==> config.mk <==
export PLATFORM = sky130hd
export DESIGN_NAME = bcd_scan_driver
export DESIGN_NICKNAME = d
export VERILOG_FILES = /design/src/rtl/bcd_scan_driver.sv
export SDC_FILE = /design/constraint.sdc
export NUM_CORES = 1
export LEC_CHECK = 0
export CELL_PAD_IN_SITES_DETAIL_PLACEMENT = 0
export CELL_PAD_IN_SITES_GLOBAL_PLACEMENT = 1
export CORE_UTILIZATION = 48
export DETAILED_ROUTE_END_ITERATION = 10
export GPL_ROUTABILITY_DRIVEN = 1
export PLACE_DENSITY_LB_ADDON = 0.1
export SLEW_MARGIN = 25
export SYNTH_ARGS = -nofsm -noshare
export SYNTH_HDL_FRONTEND = slang
export SYNTH_SLANG_ARGS = --single-unit
==> constraint.sdc <==
create_clock -name clk -period 3.8 [get_ports clk]
set_clock_uncertainty 0.2 [all_clocks]
set_input_delay 0.76 -clock clk [delete_from_list [all_inputs] [get_ports clk]]
set_output_delay 0.76 -clock clk [all_outputs]
set_load 0.01 [all_outputs]
==> src/rtl/bcd_scan_driver.sv <==
// Captures a 14-bit binary value, converts it to 4 BCD digits by iterative double-dabble,
// and scans the digits onto a shared BCD bus with active-low anodes. Optional macro: BCD_SCAN_BLANK_EN.
module bcd_scan_driver #(
    parameter int unsigned REFRESH_DIV = 100000
) (
    input  logic        clk,
    input  logic        rst_n,
    input  logic        load,
    input  logic [13:0] value,
    output logic        busy,
    output logic        ovf,
    output logic [3:0]  digit_bcd,
    output logic [3:0]  an
);

    localparam int unsigned BIN_W   = 14;
    localparam int unsigned BCD_W   = 16;
    localparam int unsigned SH_W    = BCD_W + BIN_W;
    localparam int unsigned ITER_W  = 4;
    localparam int unsigned ITERS   = 14;
    localparam int unsigned CNT_W   = (REFRESH_DIV > 2) ? $clog2(REFRESH_DIV) : 1;
    localparam int unsigned MAX_VAL = 9999;

    typedef enum logic {
        IDLE,
        CONV
    } state_t;

    state_t            state;
    logic [SH_W-1:0]   shreg;
    logic [ITER_W-1:0] iter;
    logic [BCD_W-1:0]  disp;
    logic [CNT_W-1:0]  cnt;
    logic [1:0]        idx;

    logic [BCD_W-1:0]  adj;
    logic [SH_W-1:0]   shifted;
    logic [1:0]        idx_nxt;
    logic              cnt_wrap;
    logic [3:0]        lead_zero;
    logic [3:0]        an_nxt;
    logic [3:0]        digit_nxt;

    // One double-dabble iteration: add 3 to nibbles >= 5, then shift the whole register left.
    always_comb begin
        adj = shreg[SH_W-1:BIN_W];
        for (int i = 0; i < 4; i++) begin
            if (adj[i*4 +: 4] >= 4'd5) begin
                adj[i*4 +: 4] = adj[i*4 +: 4] + 4'd3;
            end
        end
        shifted = {adj[BCD_W-2:0], shreg[BIN_W-1:0], 1'b0};
    end

    // Scan position and digit selection for the upcoming slot.
    always_comb begin
        cnt_wrap  = (cnt == CNT_W'(REFRESH_DIV - 1));
        idx_nxt   = cnt_wrap ? idx + 2'd1 : idx;
        lead_zero = 4'b0000;
        lead_zero[3] = (disp[15:12] == 4'd0);
        lead_zero[2] = lead_zero[3] && (disp[11:8] == 4'd0);
        lead_zero[1] = lead_zero[2] && (disp[7:4] == 4'd0);
        an_nxt    = ~(4'b0001 << idx_nxt);
        digit_nxt = disp[{idx_nxt, 2'b00} +: 4];
`ifdef BCD_SCAN_BLANK_EN
        // Ones digit never blanks (lead_zero[0] stays 0), so a zero value shows one "0".
        if (lead_zero[idx_nxt]) begin
            an_nxt = 4'b1111;
        end
`endif
    end

    // Conversion FSM with capture, iteration and atomic commit to the display register.
    always_ff @(posedge clk) begin
        if (!rst_n) begin
            state <= IDLE;
            shreg <= '0;
            iter  <= '0;
            disp  <= '0;
            busy  <= 1'b0;
            ovf   <= 1'b0;
        end else begin
            case (state)
                IDLE: begin
                    if (load) begin
                        state <= CONV;
                        busy  <= 1'b1;
                        iter  <= '0;
                        if (32'(value) > MAX_VAL) begin
                            shreg <= {16'd0, BIN_W'(MAX_VAL)};
                            ovf   <= 1'b1;
                        end else begin
                            shreg <= {16'd0, value};
                            ovf   <= 1'b0;
                        end
                    end
                end
                CONV: begin
                    shreg <= shifted;
                    if (iter == ITER_W'(ITERS - 1)) begin
                        disp  <= shifted[SH_W-1:BIN_W];
                        busy  <= 1'b0;
                        state <= IDLE;
                    end else begin
                        iter <= iter + ITER_W'(1);
                    end
                end
                default: state <= IDLE;
            endcase
        end
    end

    // Free-running digit scanner; outputs registered and updated together.
    always_ff @(posedge clk) begin
        if (!rst_n) begin
            cnt       <= '0;
            idx       <= 2'd0;
            an        <= 4'b1110;
            digit_bcd <= 4'd0;
        end else begin
            cnt       <= cnt_wrap ? '0 : cnt + CNT_W'(1);
            idx       <= idx_nxt;
            an        <= an_nxt;
            digit_bcd <= digit_nxt;
        end
    end

endmodule

Yosys cells after proc, flatten, opt, wreduce, memory -nomap -nowiden
Cells that the tools add are included.

Bitwise logic cells: 3. Shift-type cells: 2. Reduce and logical (&&, ||, !) cells: 5. Eq/ne operators: 5. Multiplexer cells: 18. Magnitude comparators: 5. Add/subtract/negate cells: 7.

Operators by type and width (count): 30-bit case mux with 2 select lines (1); 30-bit 2-to-1 mux (1); 4-bit 2-to-1 mux (5); 17-bit by 1-bit adder with 17-bit output (second input constant) (1); 17-bit == test (second input constant) (1); 4-bit by 3-bit >= comparator with 1-bit output (second input constant) (4); 16-bit by 5-bit indexed part select with 4-bit output (1); 14-bit > comparator (second input constant) (1); 14-bit 2-to-1 mux (1); 4-bit by 2-bit adder with 4-bit output (second input constant) (3); 4-bit case mux with 2 select lines (1); 2-bit AND reduction (4); 1-bit 2-to-1 mux (5); 4-bit by 1-bit adder with 4-bit output (second input constant) (1); 4-bit == test (second input constant) (1); 2-bit != test (second input constant) (2); 4-bit inverter (1); 1-bit case mux with 2 select lines (2); 1-bit by 2-bit left shift with 4-bit output (first input constant) (1); 3-bit by 2-bit adder with 3-bit output (second input constant) (1); 3-bit 2-to-1 mux (1); 2-bit by 1-bit adder with 2-bit output (second input constant) (1); 2-bit 2-to-1 mux (1); 2-bit by 1-bit != test with 1-bit output (second input constant) (1); other kinds (2) (3).

Flip-flop bits (word level): 80. Output and inout bits: 10. Word-level logic and storage cells: 55. Input port bits: 17.

Logic depth before layout (Yosys ltp)
Gate-level depths: netlist of the first run.

Depth in word-level cells: 4. Gate-level depth with buffers: 7. Depth with buffers taken out: 6.

Worst setup path before layout of the first run
Ideal clock, no wire load.

Path type: input to register. Start: in rst_n. End: reg cnt[4]. Setup time: 128 ps. Arrival time: 1677 ps. Buffers on the path: 3. Required time: 3472 ps. Stages on the path: 5. Slack: 1795 ps. Cells stage by stage: clkbuf_1 > inv_1 > clkbuf_1 > clkbuf_1 > nor2_1.

Cells in the longest elaborated chain, start to end: 2.

Ends and longest elaborated chain: start, declared (RTL line 7) `input logic rst_n,`; 1-bit inverter (no line); 2-bit OR reduction (no line); end signal, assigned (RTL line 121) `cnt <= cnt_wrap ? '0 : cnt + CNT_W'(1);`; end, declared (RTL line 33) `logic [CNT_W-1:0] cnt;`.

Every way passes these cells. A chain may end at the register's enable or synchronous reset.

Worst setup path in the final report of the first run
Start: reg state. End: reg disp[13].

Cells in the longest elaborated chain, start to end: 1.

Ends and longest elaborated chain: start, declared (RTL line 29) `state_t state;`; start signal, assigned (RTL line 76) `state <= IDLE;`; start signal, assigned (RTL line 86) `state <= CONV;`; start signal, assigned (RTL line 103) `state <= IDLE;`; 2-bit AND reduction (no line); end signal, assigned (RTL line 101) `disp <= shifted[SH_W-1:BIN_W];`; end, declared (RTL line 32) `logic [BCD_W-1:0] disp;`.

Every way passes these cells.

==> flow_summary.json, run 1 <==
{
  "place_congestion": 0.768,
  "worstPathRequired_ns": 3.86,
  "cts_hold_buf": 0,
  "drc": 0,
  "layout.cells.non_filler": 561,
  "endpoint_kind": "flip-flop",
  "setup_viol": 0,
  "netlist_top_cells_count": "80 x dfxtp_1, 59 x nor2_1, 36 x nand2_1",
  "first_iter_violations": 92,
  "numCtsBuffers": 9,
  "p_per_area_nw_per_um2": 386,
  "ys_seq_area_frac": 0.420,
  "routed_via_density": 5.45,
  "dp_hpwl_um": 5460,
  "cts_resized": 0,
  "crit_chain": "and4_1 -> nand2_1 -> o22ai_1",
  "worstPathArrival_ns": 2.71,
  "core.rowCount": 32,
  "dieHeight_um": 91.1,
  "drv_slew": 0,
  "synth_edf_count": 0,
  "drv.max_cap_violation_count": 0,
  "worstSetupPathType": "flip-flop to flip-flop",
  "yosys.cell_count.top_type": "dfxtp_1",
  "postRouteAntennaNets": 0,
  "track_usage": 0.197,
  "multiInputGateArea_um2": 2050,
  "hp-class": "flip-flop to flip-flop",
  "synth_xor_xnor_area_share": 0.0436,
  "drt-total-wl_um": 7800,
  "async_flop_share": 0,
  "synth.area.mux_share": 0.0761,
  "synth_simple_gate_area_frac": 0.234,
  "ys_types": 46,
  "nFillCells": 735,
  "synth_compound_area_frac": 0.147,
  "worstSkewPairLatency_ns": 0.34,
  "leakagePower_nw": 1.54,
  "syn_to_final_growth_pct": 14.2,
  "synthCells": 438,
  "grt_setup_unrepaired": "no",
  "slowest_delay_ns": 0.90,
  "avgRoutedWirePerCell_um": 13.9,
  "status": "complete, no violations",
  "synth_area_um2": 3810,
  "layout_min_cycle_time_ns": 2.65,
  "start_util": 0.496,
  "seqCellArea_um2": 1600,
  "io_buffers": 26,
  "avgSynthCellArea_um2": 8.70,
  "pwr-share-clk": 0.423,
  "pwr-share-seq": 0.517,
  "synth_seq_cells": 80,
  "irDropWorstVdd_v": 0.000202,
  "design.core.area_um2": 7690,
  "synth_fa_ha_area_frac": 0.0361,
  "dp_cells": 545,
  "clk_path_buf_depth": 2,
  "ys_warn_count": 0,
  "p_total_mw": 1.68,
  "fp.dieW_um": 91.1,
  "period_share": 0.698,
  "finalNetCount": 482,
  "switching_share": 0.233,
  "ys_top_cells_by_area": "dfxtp_1 42%, nor2_1 5.8%, mux2i_1 5.3%",
  "grt_pass1_vias": 2719,
  "cts.sinks": 80,
  "die_area_um2": 8300,
  "timing.fmax_ghz": 0.377,
  "p_sw_mw": 0.392,
  "vias": 3059,
  "post_cts_buffers": 0,
  "grt_pass1_wl_um": 13200,
  "htreeDepth": 3,
  "totalNegativeSetupSlack_ns": 0,
  "worst_slew_pin_slew_ns": 0.886,
  "synth_top_area_frac": 0.420,
  "hold_viol": 0,
  "clk_pin_slew_worst_paths_ns": 0.09,
  "pre_cts_ws_ns": 0.895,
  "synth_top_family_by_area": "simple AND/OR/NAND/NOR gates",
  "syn-num-nets": 466,
  "diodes": 0,
  "pwr-share-comb": 0.060,
  "yosysTopAreaCell": "dfxtp_1",
  "setup_slack_ns": 1.15,
  "ys.flop_type": "dfxtp_1",
  "grt_max_degree": 35,
  "internal_power_mw": 1.29,
  "antenna_found_initial": 0,
  "grt_overflow": 0,
  "cts_tree": "yes",
  "startpoint_type": "flip-flop",
  "drive_above_1_share": 0.0784,
  "slowest_stage": "and4_1",
  "path_max_fanout": 27,
  "firstDrtPassIters": 4,
  "relSlewSlack": 0.409,
  "cts_root_buffer": "clkbuf_8",
  "pin_count": 27
}
-- critical path: cells and delay by family (launching register included) --
kind,cells,cell delay (ns)
compound gates,1,0.24
flops,1,0.84
simple gates,2,1.27
-- cells in the final DEF (no fill, tap or decap), types with 2 or more instances in the layout --
cell type	synthesis	routed
dfxtp_1	80	80
nor2_1	59	59
nand2_1	36	36
clkdlybuf4s50_1	0	26
o21ai_0	22	22
a21oi_1	20	20
mux2i_1	20	20
inv_1	16	16
xor2_1	13	13
nand3_1	12	12
ha_1	11	11
nand4_1	10	10
nor3b_1	10	10
clkbuf_8	0	10
nand2b_1	8	8
mux2_2	8	8
o32ai_1	8	8
nor3_1	8	8
o22ai_1	8	8
xnor2_1	6	6
and4_1	6	6
and2_1	6	6
a211oi_1	6	6
or3_1	5	5
nor2b_1	4	4
a221oi_1	4	4
buf_4	1	4
o21ba_2	3	3
a211o_1	3	3
nand3b_1	2	2
nor4_1	2	2
o21a_1	2	2
and4bb_2	2	2
and3_1	2	2
clkinv_4	0	2
bufinv_16	0	2
-- cells by family (layout without fill, tap and decap cells) --
kind of cell / count (synthesis) / after routing
AND/OR/NAND/NOR: 174 / 174
AO/OA/AOI/OAI: 85 / 85
multiplexers: 28 / 28
XOR/XNOR: 19 / 19
flip-flops: 80 / 80
buffers and inverters: 41 / 62
adder cells (fa/ha/maj): 11 / 11
-- metrics by stage --
stage               area (µm²)  utilization  hold WS, ns
detailed placement        4130        0.537        0.255
global placement          4130        0.537        0.243
global route              4360        0.567        0.295
CTS                       4360        0.567        0.270
floorplan                 3810            -        0.226
finish                    4360        0.567        0.273
-- routing by layer --
layer	wire length, µm	global-route usage	vias up
met1	4080	0.282	1418
met5	0	0	-
met3	189	0.0302	9
met2	3440	0.302	46
li1	-	-	1586
met4	97	0.0675	0
-- flip-flops by register name, indices dropped and copies added, names as in the netlist --
name / count
shreg: 30
cnt: 17
disp: 16
an: 4
digit_bcd: 4
iter: 4
idx: 2
busy: 1
ovf: 1
state: 1
-- power by group through the flow --
stage	combinational (mW)	clock [mW]	sequential, mW
floorplan	0.0659	0	0.883
global placement	0.100	0	0.890
detailed placement	0.101	0	0.890
CTS	0.102	0.729	0.870
global route	0.113	0.765	0.873
finish	0.101	0.711	0.870
-- area by class of cell --
class | count | area share
clock buffer | 10 | 0.0316
clock inverter | 6 | 0.0210
inverter | 16 | 0.0138
multi-input combinational | 317 | 0.470
sequential | 80 | 0.368
tap | 102 | 0.0293
timing repair buffer | 30 | 0.0666
-- final timing paths --
kind,from,end,slack (ns),depth (start not counted)
max,state,disp[13],1.15,3
min,ovf,ovf,0.27,2
max reg2reg,state,disp[13],1.15,3
min reg2reg,ovf,ovf,0.27,2
Note: power is estimated with default switching activity, not from simulation.
==> inputs of run 2 (changes only) <==
CORE_UTILIZATION = 45   (was 48)
clock period = 2.8 ns   (was 3.8 ns; I/O delays follow)
==> flow_summary.json, run 2 (synthesis gave the netlist of run 1 again) <==
{
  "status": "complete, no violations",
  "grt_setup_unrepaired": "no",
  "pwr-share-seq": 0.553,
  "first_iter_violations": 75,
  "setup_viol": 0,
  "grt_pass1_vias": 2869,
  "p_per_area_nw_per_um2": 488,
  "totalNegativeSetupSlack_ns": 0,
  "relSlewSlack": 0.530,
  "timing.fmax_ghz": 0.447,
  "biggestRegsByFlops": "shreg (30), cnt (17), disp (16)",
  "postRouteAntennaNets": 0,
  "final_cell_area_um2": 4360,
  "endpoint_kind": "flip-flop",
  "clk_pin_slew_worst_paths_ns": 0.09,
  "htreeDepth": 3,
  "crit_chain": "ha_1 -> and4_1 -> nand4_4 -> nand2_1 -> nor2_1",
  "numCtsBuffers": 9,
  "pwr-share-comb": 0.069,
  "worstPathArrival_ns": 2.26,
  "drv_slew": 0,
  "cts.sinks": 80,
  "fp.dieW_um": 94.0,
  "pre_cts_ws_ns": 0.429,
  "crit-reg2reg-launch": "cnt[0]",
  "cts_hold_buf": 0,
  "hp-start": "disp[6]",
  "reg2reg_slack_ns": 0.56,
  "final_cell_mix": "80 x dfxtp_1, 59 x nor2_1, 36 x nand2_1",
  "p_sw_mw": 0.546,
  "internal_power_mw": 1.58,
  "worst_slew_pin_slew_ns": 0.704,
  "worstSetupPathType": "flip-flop to flip-flop",
  "clk_path_buf_depth": 2,
  "top_register": "shreg",
  "core.rowCount": 33,
  "avgRoutedWirePerCell_um": 14.2,
  "post_cts_buffers": 0,
  "dieHeight_um": 94.0,
  "largest_reg_flops": 30,
  "drc": 0,
  "hp-class": "flip-flop to flip-flop",
  "pwr-share-clk": 0.378,
  "worstSkewPairLatency_ns": 0.35,
  "vias": 3073,
  "drive_above_1_share": 0.0884,
  "drv.max_cap_violation_count": 0,
  "hold_viol": 0,
  "place_area_um2": 4170,
  "place_congestion": 0.773,
  "path_delay_family": "simple AND/OR/NAND/NOR gates",
  "grt_pass1_wl_um": 13600,
  "antenna_found_initial": 0,
  "setup.worst_path.start": "cnt[0]",
  "worstPathRequired_ns": 2.83,
  "layout_min_cycle_time_ns": 2.24,
  "cts_tree": "yes",
  "start_util": 0.464,
  "pin_count": 27,
  "setup_slack_ns": 0.562,
  "io_buffers": 26,
  "multiInputGateArea_um2": 2050,
  "design.core.area_um2": 8220,
  "firstDrtPassIters": 4,
  "seqCellArea_um2": 1600,
  "nFillCells": 785,
  "switching_share": 0.257,
  "cts_resized": 0,
  "diodes": 0,
  "period_share": 0.799,
  "startpoint_type": "flip-flop",
  "track_usage": 0.199,
  "dp_hpwl_um": 5670,
  "cts_root_buffer": "clkbuf_8",
  "grt_overflow": 0,
  "leakagePower_nw": 1.54,
  "grt_max_degree": 45,
  "slowest_stage": "nand2_1",
  "irDropWorstVdd_v": 0.000193,
  "path_max_fanout": 18,
  "die_area_um2": 8840,
  "finalNetCount": 487,
  "final_common_cell": "dfxtp_1",
  "routed_via_density": 5.40,
  "drt-total-wl_um": 8090,
  "path_buf_inv": 0,
  "slowest_delay_ns": 0.48,
  "syn_to_final_growth_pct": 14.3
}
==> run 2: cell types whose count changed in the layout (fill, tap and decap cells not counted), sizes merged <==
cell,change
bufinv,-2
clkinvlp,+2
clkinv,-1
buf,+5
inv,+1
==> run 2: final cells by class <==
cell class	instances	area share
well taps	105	0.0301
clock buffers	10	0.0316
clock inverters	6	0.0121
multi-input cells	317	0.470
flip-flops and latches	80	0.368
repair buffers	35	0.0752
inverters	16	0.0138
==> run 2: metrics by stage <==
step | cells | hold slack, ns | util | total power, mW
after global placement | 553 | 0.247 | 0.507 | 1.35
after CTS | 569 | 0.274 | 0.530 | 2.16
after global routing | 569 | 0.309 | 0.530 | 2.23
after detailed placement | 553 | 0.258 | 0.507 | 1.35
after floorplan | 438 | 0.226 | - | 1.29
final | 569 | 0.271 | 0.530 | 2.13
==> run 2: per-layer routing <==
| metal | track usage | vias up | part of all wire |
|---|---|---|---|
| met5 | 0 | - | 0 |
| met1 | 0.277 | 1424 | 0.53 |
| met2 | 0.302 | 43 | 0.43 |
| met3 | 0.0332 | 12 | 0.027 |
| met4 | 0.0808 | 0 | 0.016 |
| li1 | - | 1594 | - |
==> run 2: tightest hold or removal path, stage by stage (launching register included) <==
cell     delay [ns]
dfxtp_1        0.32
nand2_1        0.05
o22ai_1        0.06
==> run 2: power groups by stage <==
stage	combinational, mW	sequential [mW]	clock (mW)
after floorplan	0.0894	1.20	0
after global placement	0.146	1.20	0
after detailed placement	0.148	1.20	0
after CTS	0.148	1.18	0.833
after global routing	0.167	1.18	0.880
final	0.147	1.18	0.805
==> run 2: worst paths after layout <==
kind                                 to  cells past startpoint
worst max register to register   cnt[8]                      5
worst max-delay path             cnt[8]                      5
worst min register to register  disp[6]                      2
worst min-delay path            disp[6]                      2
